===== src/rtl/com_divide_scheduler.sv =====
// -----------------------------------------------------------------------------
// com_divide_scheduler
//
// Purpose:
//   Shares one iterative restoring divider among N_TRACKERS centre-of-mass
//   accumulators. When a frame starts, every tracker's X sum, Y sum and pixel
//   count are captured. The block then runs 2*N_TRACKERS unsigned divisions
//   in a fixed order: tracker 0 X, tracker 0 Y, tracker 1 X, and so on.
//   All centroids are published together in a single COMMIT edge, so a
//   consumer never sees results from two different frames.
//
// Ports:
//   clk_i          system clock, rising edge
//   rst_ni         asynchronous active-low reset
//   frame_start_i  one-cycle pulse that requests a new division batch
//   sum_x_i        flattened X sums, tracker i at [i*SUM_W +: SUM_W]
//   sum_y_i        flattened Y sums, same packing as sum_x_i
//   pix_count_i    flattened pixel counts, tracker i at [i*CNT_W +: CNT_W]
//   com_x_o        published centroid X, 11 bits per tracker
//   com_y_o        published centroid Y, 10 bits per tracker
//   com_valid_o    per tracker: nonzero count in the last published batch
//   busy_o         batch in progress (LOAD/DIVIDE/STORE)
//   done_o         one-cycle pulse in the cycle the results are published
//   overrun_o      frame_start_i seen while not idle (request is dropped)
//
// N_TRACKERS must be at least 2.
// -----------------------------------------------------------------------------
module com_divide_scheduler #(
  parameter int N_TRACKERS = 2,
  parameter int SUM_W      = 28,
  parameter int CNT_W      = 21
) (
  input  logic                        clk_i,
  input  logic                        rst_ni,
  input  logic                        frame_start_i,
  input  logic [N_TRACKERS*SUM_W-1:0] sum_x_i,
  input  logic [N_TRACKERS*SUM_W-1:0] sum_y_i,
  input  logic [N_TRACKERS*CNT_W-1:0] pix_count_i,
  output logic [N_TRACKERS*11-1:0]    com_x_o,
  output logic [N_TRACKERS*10-1:0]    com_y_o,
  output logic [N_TRACKERS-1:0]       com_valid_o,
  output logic                        busy_o,
  output logic                        done_o,
  output logic                        overrun_o
);

  localparam int JOBS = 2 * N_TRACKERS;
  localparam int JW   = $clog2(JOBS);
  localparam int BW   = $clog2(SUM_W);
  localparam logic [JW-1:0] LAST_JOB = JW'(JOBS - 1);
  localparam logic [BW-1:0] LAST_BIT = BW'(SUM_W - 1);

  typedef enum logic [2:0] {
    IDLE,
    LOAD,
    DIVIDE,
    STORE,
    COMMIT
  } state_t;

  state_t stateQ, stateD;

  logic [N_TRACKERS*SUM_W-1:0] snapX_q, snapY_q;
  logic [N_TRACKERS*CNT_W-1:0] snapCnt_q;
  logic [N_TRACKERS*11-1:0]    shadowX_q;
  logic [N_TRACKERS*10-1:0]    shadowY_q;
  logic [N_TRACKERS-1:0]       shadowValid_q;
  logic [N_TRACKERS*11-1:0]    comX_q;
  logic [N_TRACKERS*10-1:0]    comY_q;
  logic [N_TRACKERS-1:0]       comValid_q;

  logic [JW-1:0]    jobIdx_q;
  logic [BW-1:0]    bitCnt_q;
  logic [SUM_W-1:0] quot_q;
  logic [CNT_W:0]   rem_q;
  logic [CNT_W-1:0] div_q;

  logic [JW-2:0]    trk;
  logic             isY;
  logic [SUM_W-1:0] curDividend;
  logic [CNT_W-1:0] curDivisor;
  logic [CNT_W+1:0] shifted;
  logic [CNT_W+1:0] diff;
  logic             borrow;
  logic [10:0]      satX;
  logic [9:0]       satY;

  // Job index packs tracker (upper bits) and axis (LSB: 0 = X, 1 = Y).
  assign trk = jobIdx_q[JW-1:1];
  assign isY = jobIdx_q[0];

  // Operand selection and one restoring-division step. The shifted remainder
  // is always below 2*divisor, so its top bit is zero and the MSB of the
  // difference is a reliable borrow flag.
  always_comb begin
    curDividend = isY ? snapY_q[trk*SUM_W +: SUM_W] : snapX_q[trk*SUM_W +: SUM_W];
    curDivisor  = snapCnt_q[trk*CNT_W +: CNT_W];
    shifted     = {rem_q, quot_q[SUM_W-1]};
    diff        = shifted - {2'b00, div_q};
    borrow      = diff[CNT_W+1];
    satX        = (|quot_q[SUM_W-1:11]) ? 11'h7FF : quot_q[10:0];
    satY        = (|quot_q[SUM_W-1:10]) ? 10'h3FF : quot_q[9:0];
  end

  // State register.
  always_ff @(posedge clk_i or negedge rst_ni) begin
    if (!rst_ni) stateQ <= IDLE;
    else         stateQ <= stateD;
  end

  // Next-state and status outputs. A frame_start outside IDLE (COMMIT
  // included) is dropped and flagged as an overrun in the same cycle.
  always_comb begin
    stateD    = stateQ;
    busy_o    = 1'b0;
    done_o    = 1'b0;
    overrun_o = 1'b0;
    case (stateQ)
      IDLE:   if (frame_start_i) stateD = LOAD;
      LOAD:   begin
        busy_o = 1'b1;
        stateD = DIVIDE;
      end
      DIVIDE: begin
        busy_o = 1'b1;
        if (bitCnt_q == LAST_BIT) stateD = STORE;
      end
      STORE:  begin
        busy_o = 1'b1;
        stateD = (jobIdx_q == LAST_JOB) ? COMMIT : LOAD;
      end
      COMMIT: begin
        done_o = 1'b1;
        stateD = IDLE;
      end
      default: stateD = IDLE;
    endcase
    if (stateQ != IDLE && frame_start_i) overrun_o = 1'b1;
  end

  // Datapath: snapshot, divider, shadow results and published outputs.
  // A zero divisor still runs the full DIVIDE length; its quotient is
  // discarded and the previously published value is carried into shadow.
  always_ff @(posedge clk_i or negedge rst_ni) begin
    if (!rst_ni) begin
      snapX_q       <= '0;
      snapY_q       <= '0;
      snapCnt_q     <= '0;
      shadowX_q     <= '0;
      shadowY_q     <= '0;
      shadowValid_q <= '0;
      comX_q        <= '0;
      comY_q        <= '0;
      comValid_q    <= '0;
      jobIdx_q      <= '0;
      bitCnt_q      <= '0;
      quot_q        <= '0;
      rem_q         <= '0;
      div_q         <= '0;
    end else begin
      case (stateQ)
        IDLE: begin
          if (frame_start_i) begin
            snapX_q   <= sum_x_i;
            snapY_q   <= sum_y_i;
            snapCnt_q <= pix_count_i;
            jobIdx_q  <= '0;
          end
        end
        LOAD: begin
          quot_q   <= curDividend;
          rem_q    <= '0;
          div_q    <= curDivisor;
          bitCnt_q <= '0;
        end
        DIVIDE: begin
          quot_q   <= {quot_q[SUM_W-2:0], ~borrow};
          rem_q    <= borrow ? shifted[CNT_W:0] : diff[CNT_W:0];
          bitCnt_q <= bitCnt_q + 1'b1;
        end
        STORE: begin
          if (div_q == '0) begin
            if (isY) shadowY_q[trk*10 +: 10] <= comY_q[trk*10 +: 10];
            else     shadowX_q[trk*11 +: 11] <= comX_q[trk*11 +: 11];
            shadowValid_q[trk] <= 1'b0;
          end else begin
            if (isY) shadowY_q[trk*10 +: 10] <= satY;
            else     shadowX_q[trk*11 +: 11] <= satX;
            shadowValid_q[trk] <= 1'b1;
          end
          jobIdx_q <= (jobIdx_q == LAST_JOB) ? '0 : jobIdx_q + 1'b1;
        end
        COMMIT: begin
          comX_q     <= shadowX_q;
          comY_q     <= shadowY_q;
          comValid_q <= shadowValid_q;
        end
        default: ;
      endcase
    end
  end

  assign com_x_o     = comX_q;
  assign com_y_o     = comY_q;
  assign com_valid_o = comValid_q;

endmodule

===== config.mk =====
export PLATFORM = sky130hd
export DESIGN_NAME = com_divide_scheduler
export DESIGN_NICKNAME = d
export VERILOG_FILES = /design/src/rtl/com_divide_scheduler.sv
export SDC_FILE = /design/constraint.sdc
export NUM_CORES = 1
export LEC_CHECK = 0
export CAP_MARGIN = 40
export CORE_ASPECT_RATIO = 2
export CORE_UTILIZATION = 50
export DETAILED_ROUTE_END_ITERATION = 7
export PLACE_DENSITY = 0.73
export SLEW_MARGIN = 15
export SYNTH_ARGS = -nofsm -noshare
export SYNTH_HDL_FRONTEND = slang
export SYNTH_SLANG_ARGS = --single-unit

===== constraint.sdc =====
create_clock -name clk_i -period 3.9 [get_ports clk_i]
set_input_delay 0.585 -clock clk_i [delete_from_list [all_inputs] [get_ports clk_i]]
set_output_delay 0.585 -clock clk_i [all_outputs]
set_load 0.02 [all_outputs]

==> flow_summary.toml, run 1 <==
[global_routing]
grt-ovfl-total = 0
grt_antenna_before_repair = 2
grt_pass1_vias = 10850
grt_use_total_pct = 24.07
grt_pass1_wl_microns = 55580
grt_max_degree = 108

[yosys]
yosysSeqAreaShare_pct = 54.91
async_reset_ff_share_pct = 100.0
syn_avg_cell_area_sq_um = 12.27
synth_cell_type_count = 57
synth-main-ff-cell = "dfrtp_1"
yosysTopAreaCellShare_pct = 54.91
synth_cells = 1200
synth_seq_cells = 323
yosysTopAreaCell = "dfrtp_1"
synthTopCellsByArea = "dfrtp_1, mux2_2, mux4_2"
synth_edf_count = 0
yosys_warnings = 0
syn-num-nets = 1381
syn_area_sq_mm = 0.01472

[drt]
wirelength_microns = 34910
first_iter_violations = 465
route.detailed.drc = 0
wl_per_cell_microns = 19.74
first_pass_iters = 4
num_vias = 10080
vias_per_cell = 5.702
ant_nets = 0

[critical_path]
endpoint_kind = "flop"
worst_ep_arrival_time_ns = 3.50
rr_startpoint = "rem_q[4]"
worstSetupPathType = "flop to flop"
r2r_setup_slack_ns = 0.82
crit_path_start_kind = "flop"
critPathMaxFanout = 17
timing.rr.end = "rem_q[5]"
cp_data_required_time_ns = 4.33
r2r_cells = 9

[pwr]
switching_share_pct = 35.81
intPower_uw = 9462
p_switching_uw = 5278
p_leak_uw = 0.007913
combinationalPowerShare_pct = 40.2
power_density_mw_per_mm2 = 815.9
total_power_uw = 14740
ir_drop_v = 0.0005403
pwr-share-seq_pct = 41.4
pwr-share-clk_pct = 18.5

[timing]
worst_hold_slack_ns = 0.04311
period_needed_ns = 3.076
setup_tns_ns = 0
min_period_over_period_pct = 78.86
finalSetupViolCount = 0
drv_slew = 0
worst_pin_slew_ns = 0.8785
hold_viol_final = 0
max_freq_ghz = 0.3251
worst_clock_skew_ns = 0.02794
rsz0062_at_grt = "false"
relSlewSlack_pct = 41.43

[die]
design.die.area_sq_mm = 0.03017
die_h_microns = 244.6
die_x_microns = 123.3
initial_core_util_pct = 51.02
core.rowCount = 88
coreArea_sq_mm = 0.02885
pin_count = 204

[layout]
final_core_util_pct = 62.62
final_cells = 1768
final_cell_mix = "dfrtp_1, clkdlybuf4s50_1, mux2_2"
layout_commonest_cell = "dfrtp_1"
nets = 1566
drive_gt1_share_pct = 22.33
synthToLayoutAreaGrowth_pct = 22.73

[clock_network]
cts_max_path_buffers = 3
cts_hold_buffers = 0
cts_max_level = 1
numCtsBuffers = 29
ctsResizeCount = 0
cts.sinks = 323
cts_tree = "built"
clk_pin_slew_ns = 0.07
cts_root_buffer = "clkbuf_16"
clock_latency_ns = 0.58
post-cts-setup-buffers = 0

[run_status]
status = "finished clean"

[placed_design]
hpwl_microns = 25080
dp_cells = 1714
portBuffers = 203
place_congestion = 0.9003

[min_path]
hp-class = "input pin to async pin"

[flow_run]
drv_cap = 0
[worst max-delay path, stage by stage (launching register included)]
cell and delay, ns:
dfrtp_1 0.40, ha_1 0.36, a21o_1 0.21, or3_1 0.35, o21ai_2 0.20, nand2_1 0.13, a31o_4 0.29, xor2_4 0.60
mux2i_1 0.27, o21ai_0 0.10
[synth_stat cells (all sizes together), types with 3 or more instances]
library cell	n
or2	3
o31ai	18
xnor2	15
o211ai	5
and3	6
nor3	14
a22o	3
a21o	7
buf	16
nand2	136
nor2	61
a32oi	4
mux2i	36
nand3	6
and2	4
o22ai	24
nor2b	9
dfrtp	323
a22oi	28
a31oi	3
ha	23
o21ai	62
mux2	200
clkbuf	54
nand4	7
nor4	8
nand2b	6
xor2	3
a21oi	37
o21a	5
or3	3
mux4	28
inv	25
[metrics by stage]
step / setup slack, ns / area (sq um)
floorplan: 1.282 / 14720
global placement: 0.9377 / 17160
detailed placement: 0.8746 / 17160
CTS: 0.8492 / 18060
global route: 0.6144 / 18060
finish: 0.8244 / 18060
[flip-flops by register name (all words and copies together), names as in the netlist, 21 cells and up, named ones only]
name	count
com_x_o	22
shadowX_q	22
snapCnt_q	42
snapY_q	56
div_q	21
quot_q	28
snapX_q	56
rem_q	22
[worst max-delay path by stage]
stage / startpoint / end / slack (ns) / cells after the start
floorplan: rem_q[4] / rem_q[11] / 1.28 / 10
global placement: div_q[5] / rem_q[19] / 0.94 / 10
detailed placement: rem_q[4] / rem_q[19] / 0.87 / 9
CTS: rem_q[4] / rem_q[6] / 0.85 / 9
global route: div_q[5] / rem_q[2] / 0.61 / 10
finish: rem_q[4] / rem_q[5] / 0.82 / 9
[power by group through the flow]
stage                     Sequential [uW]  Clock (uW)  Combinational [uW]
final                                6090        2720                5920
after global routing                 6290        2910                6530
after CTS                            6090        2790                5990
after detailed placement             6150           0                5960
after global placement               6050           0                5810
after floorplan                      5880           0                4260
[final cells by class]
cell class / count / area, sq um
antenna: 2 / 5.005
clock buffer: 42 / 824.5
clock inverter: 10 / 73.82
fill: 2331 / 10780
inverter: 25 / 93.84
multi-input combinational: 782 / 6287
sequential: 323 / 8085
tap: 360 / 450.4
timing repair buffer: 224 / 2245
[metal layers]
| metal | global-route usage (%) | routed length (microns) |
|---|---|---|
| met1 | 26.38 | 12490 |
| met2 | 44.28 | 19450 |
| met3 | 3.113 | 1225 |
| met4 | 12.19 | 1731 |
| met5 | 0 | 0 |
[cells by family after synthesis]
group	after synthesis	share of synthesized area (%)
mux	264	22.03
simple gates	266	7.863
buf+inv	95	2.508
fa+ha+maj	24	2.091
xor+xnor	18	1.326
compound gates	210	9.266
flops	323	54.91
No activity file was read; power rests on OpenSTA's default activity.
==> run 2, diff against run 1 <==
PLACE_DENSITY = 0.76   (was 0.73)
clock period = 2.8 ns   (was 3.9 ns; I/O delays follow)
==> run 2 against run 1 <==
Maximum frequency up 13%; largest cell class unchanged; cell count up 0.79%; global-route usage up 0.66 points; hold slack better by 0.40 ns; critical path depth up 1; count of clock-buffer cells in the layout down 5.
==> flow_summary.toml, run 2 (synthesis results as in run 1) <==
[clock_network]
cts_tree = "built"
clock_latency_ns = 0.58
cts.sinks = 323
clk_pin_slew_ns = 0.07
numCtsBuffers = 29
cts_max_level = 1
cts_root_buffer = "clkbuf_16"
cts_max_path_buffers = 3

[timing]
drv_slew = 0
worst_clock_skew_ns = 0.02167
worst_hold_slack_ns = 0.4468
rsz0062_at_grt = "true"
relSlewSlack_pct = 51.12
setup_tns_ns = 0
worst_pin_slew_ns = 0.7332
max_freq_ghz = 0.3661
period_needed_ns = 2.732
finalSetupViolCount = 0
min_period_over_period_pct = 97.56
hold_viol_final = 0

[critical_path]
rr_startpoint = "rem_q[14]"
endpoint_kind = "flop"
crit_path_start_kind = "flop"
timing.rr.end = "rem_q[11]"
critPathMaxFanout = 8
worstSetupPathType = "flop to flop"
r2r_setup_slack_ns = 0.07
worst_ep_arrival_time_ns = 3.17
cp_data_required_time_ns = 3.24
r2r_cells = 10

[global_routing]
grt_use_total_pct = 24.74
grt_pass1_wl_microns = 57100
grt_pass1_vias = 10850
grt_max_degree = 92
grt-ovfl-total = 0
grt_antenna_before_repair = 0

[run_status]
status = "finished clean"

[die]
design.die.area_sq_mm = 0.03017
initial_core_util_pct = 51.02
die_x_microns = 123.3
pin_count = 204
die_h_microns = 244.6
core.rowCount = 88
coreArea_sq_mm = 0.02885

[placed_design]
hpwl_microns = 25940
portBuffers = 203
dp_cells = 1723
place_congestion = 0.9246

[drt]
vias_per_cell = 5.759
num_vias = 10260
first_pass_iters = 5
first_iter_violations = 595
wl_per_cell_microns = 20.22
ant_nets = 0
route.detailed.drc = 0
wirelength_microns = 36030

[layout]
fill_cells = 2227
multiInputGateArea_sq_mm = 0.006329
final_core_util_pct = 64.02
nets = 1582
final_cell_mix = "dfrtp_1, clkdlybuf4s50_1, mux2_2"
final_cells = 1782
seq_area_sq_mm = 0.008085
synthToLayoutAreaGrowth_pct = 25.48
layout_commonest_cell = "dfrtp_1"
diodes = 0
drive_gt1_share_pct = 23.77
top_regs = "snapX_q x56, snapY_q x56, snapCnt_q x42"

[flow_run]
drv_cap = 0

[pwr]
ir_drop_v = 0.0006912
p_leak_uw = 0.008103
power_density_mw_per_mm2 = 1171

[min_path]
hp-class = "input pin to async pin"
run 2: cell type report:
| class | count | share of cell area [%] |
|---|---|---|
| timing repair buffer | 240 | 13.41 |
| tap | 360 | 2.439 |
| clock buffer | 37 | 4.254 |
| sequential | 323 | 43.78 |
| inverter | 25 | 0.5081 |
| multi-input combinational | 782 | 34.27 |
| clock inverter | 15 | 1.341 |
run 2: worst max-delay path by stage:
stage / start / cells after the start / slack, ns / to
2_1_floorplan: rem_q[4] / 10 / 0.18 / rem_q[11]
3_5_place_dp: quot_q[27] / 12 / 0.11 / rem_q[19]
6_report: rem_q[14] / 10 / 0.07 / rem_q[11]
4_1_cts: quot_q[27] / 12 / 0.09 / rem_q[8]
3_3_place_gp: div_q[1] / 10 / 0.16 / rem_q[21]
5_1_grt: div_q[5] / 11 / -0.06 / rem_q[14]
run 2: repair_timing:
item,4_1_cts,5_1_grt
hold buffers,1,0
setup endpoints to repair,0,20
setup buffers,0,4
hold endpoints to repair,82,0
resized for setup,0,8
run 2: critical path, stage by stage (launching register included):
cell	delay, ns
dfrtp_1	0.40
ha_1	0.34
a211oi_2	0.22
nor2_1	0.11
o21a_1	0.22
a211o_1	0.30
a31o_4	0.25
xor2_4	0.26
clkbuf_16	0.23
mux2i_1	0.19
o21ai_1	0.07
run 2: layer usage:
| layer | vias to the layer above | routed length [microns] | global-route usage [%] |
|---|---|---|---|
| met5 | - | 0 | 0 |
| met4 | 0 | 1811 | 11.73 |
| met3 | 106 | 1534 | 3.648 |
| met2 | 303 | 19840 | 44.82 |
| met1 | 5153 | 12850 | 27.81 |
| li1 | 4700 | - | - |
run 2: metrics by stage:
stage / instance area (sq um) / total power [uW] / worst slack, ns
after CTS: 18350 / 21530 / 0.08745
final: 18470 / 21630 / 0.06839
after floorplan: 14720 / 14130 / 0.1823
after global placement: 17300 / 16750 / 0.1637
after detailed placement: 17300 / 17140 / 0.1123
after global routing: 18470 / 22970 / -0.06171
run 2: report_power, final:
part / total (uW) / leakage, uW / internal (uW) / switching, uW
Combinational: 8750 / 0.00364 / 4520 / 4230
Clock: 4340 / 0.000512 / 2550 / 1780
Sequential: 8540 / 0.00395 / 6900 / 1640
Total: 21600 / 0.00810 / 14000 / 7660
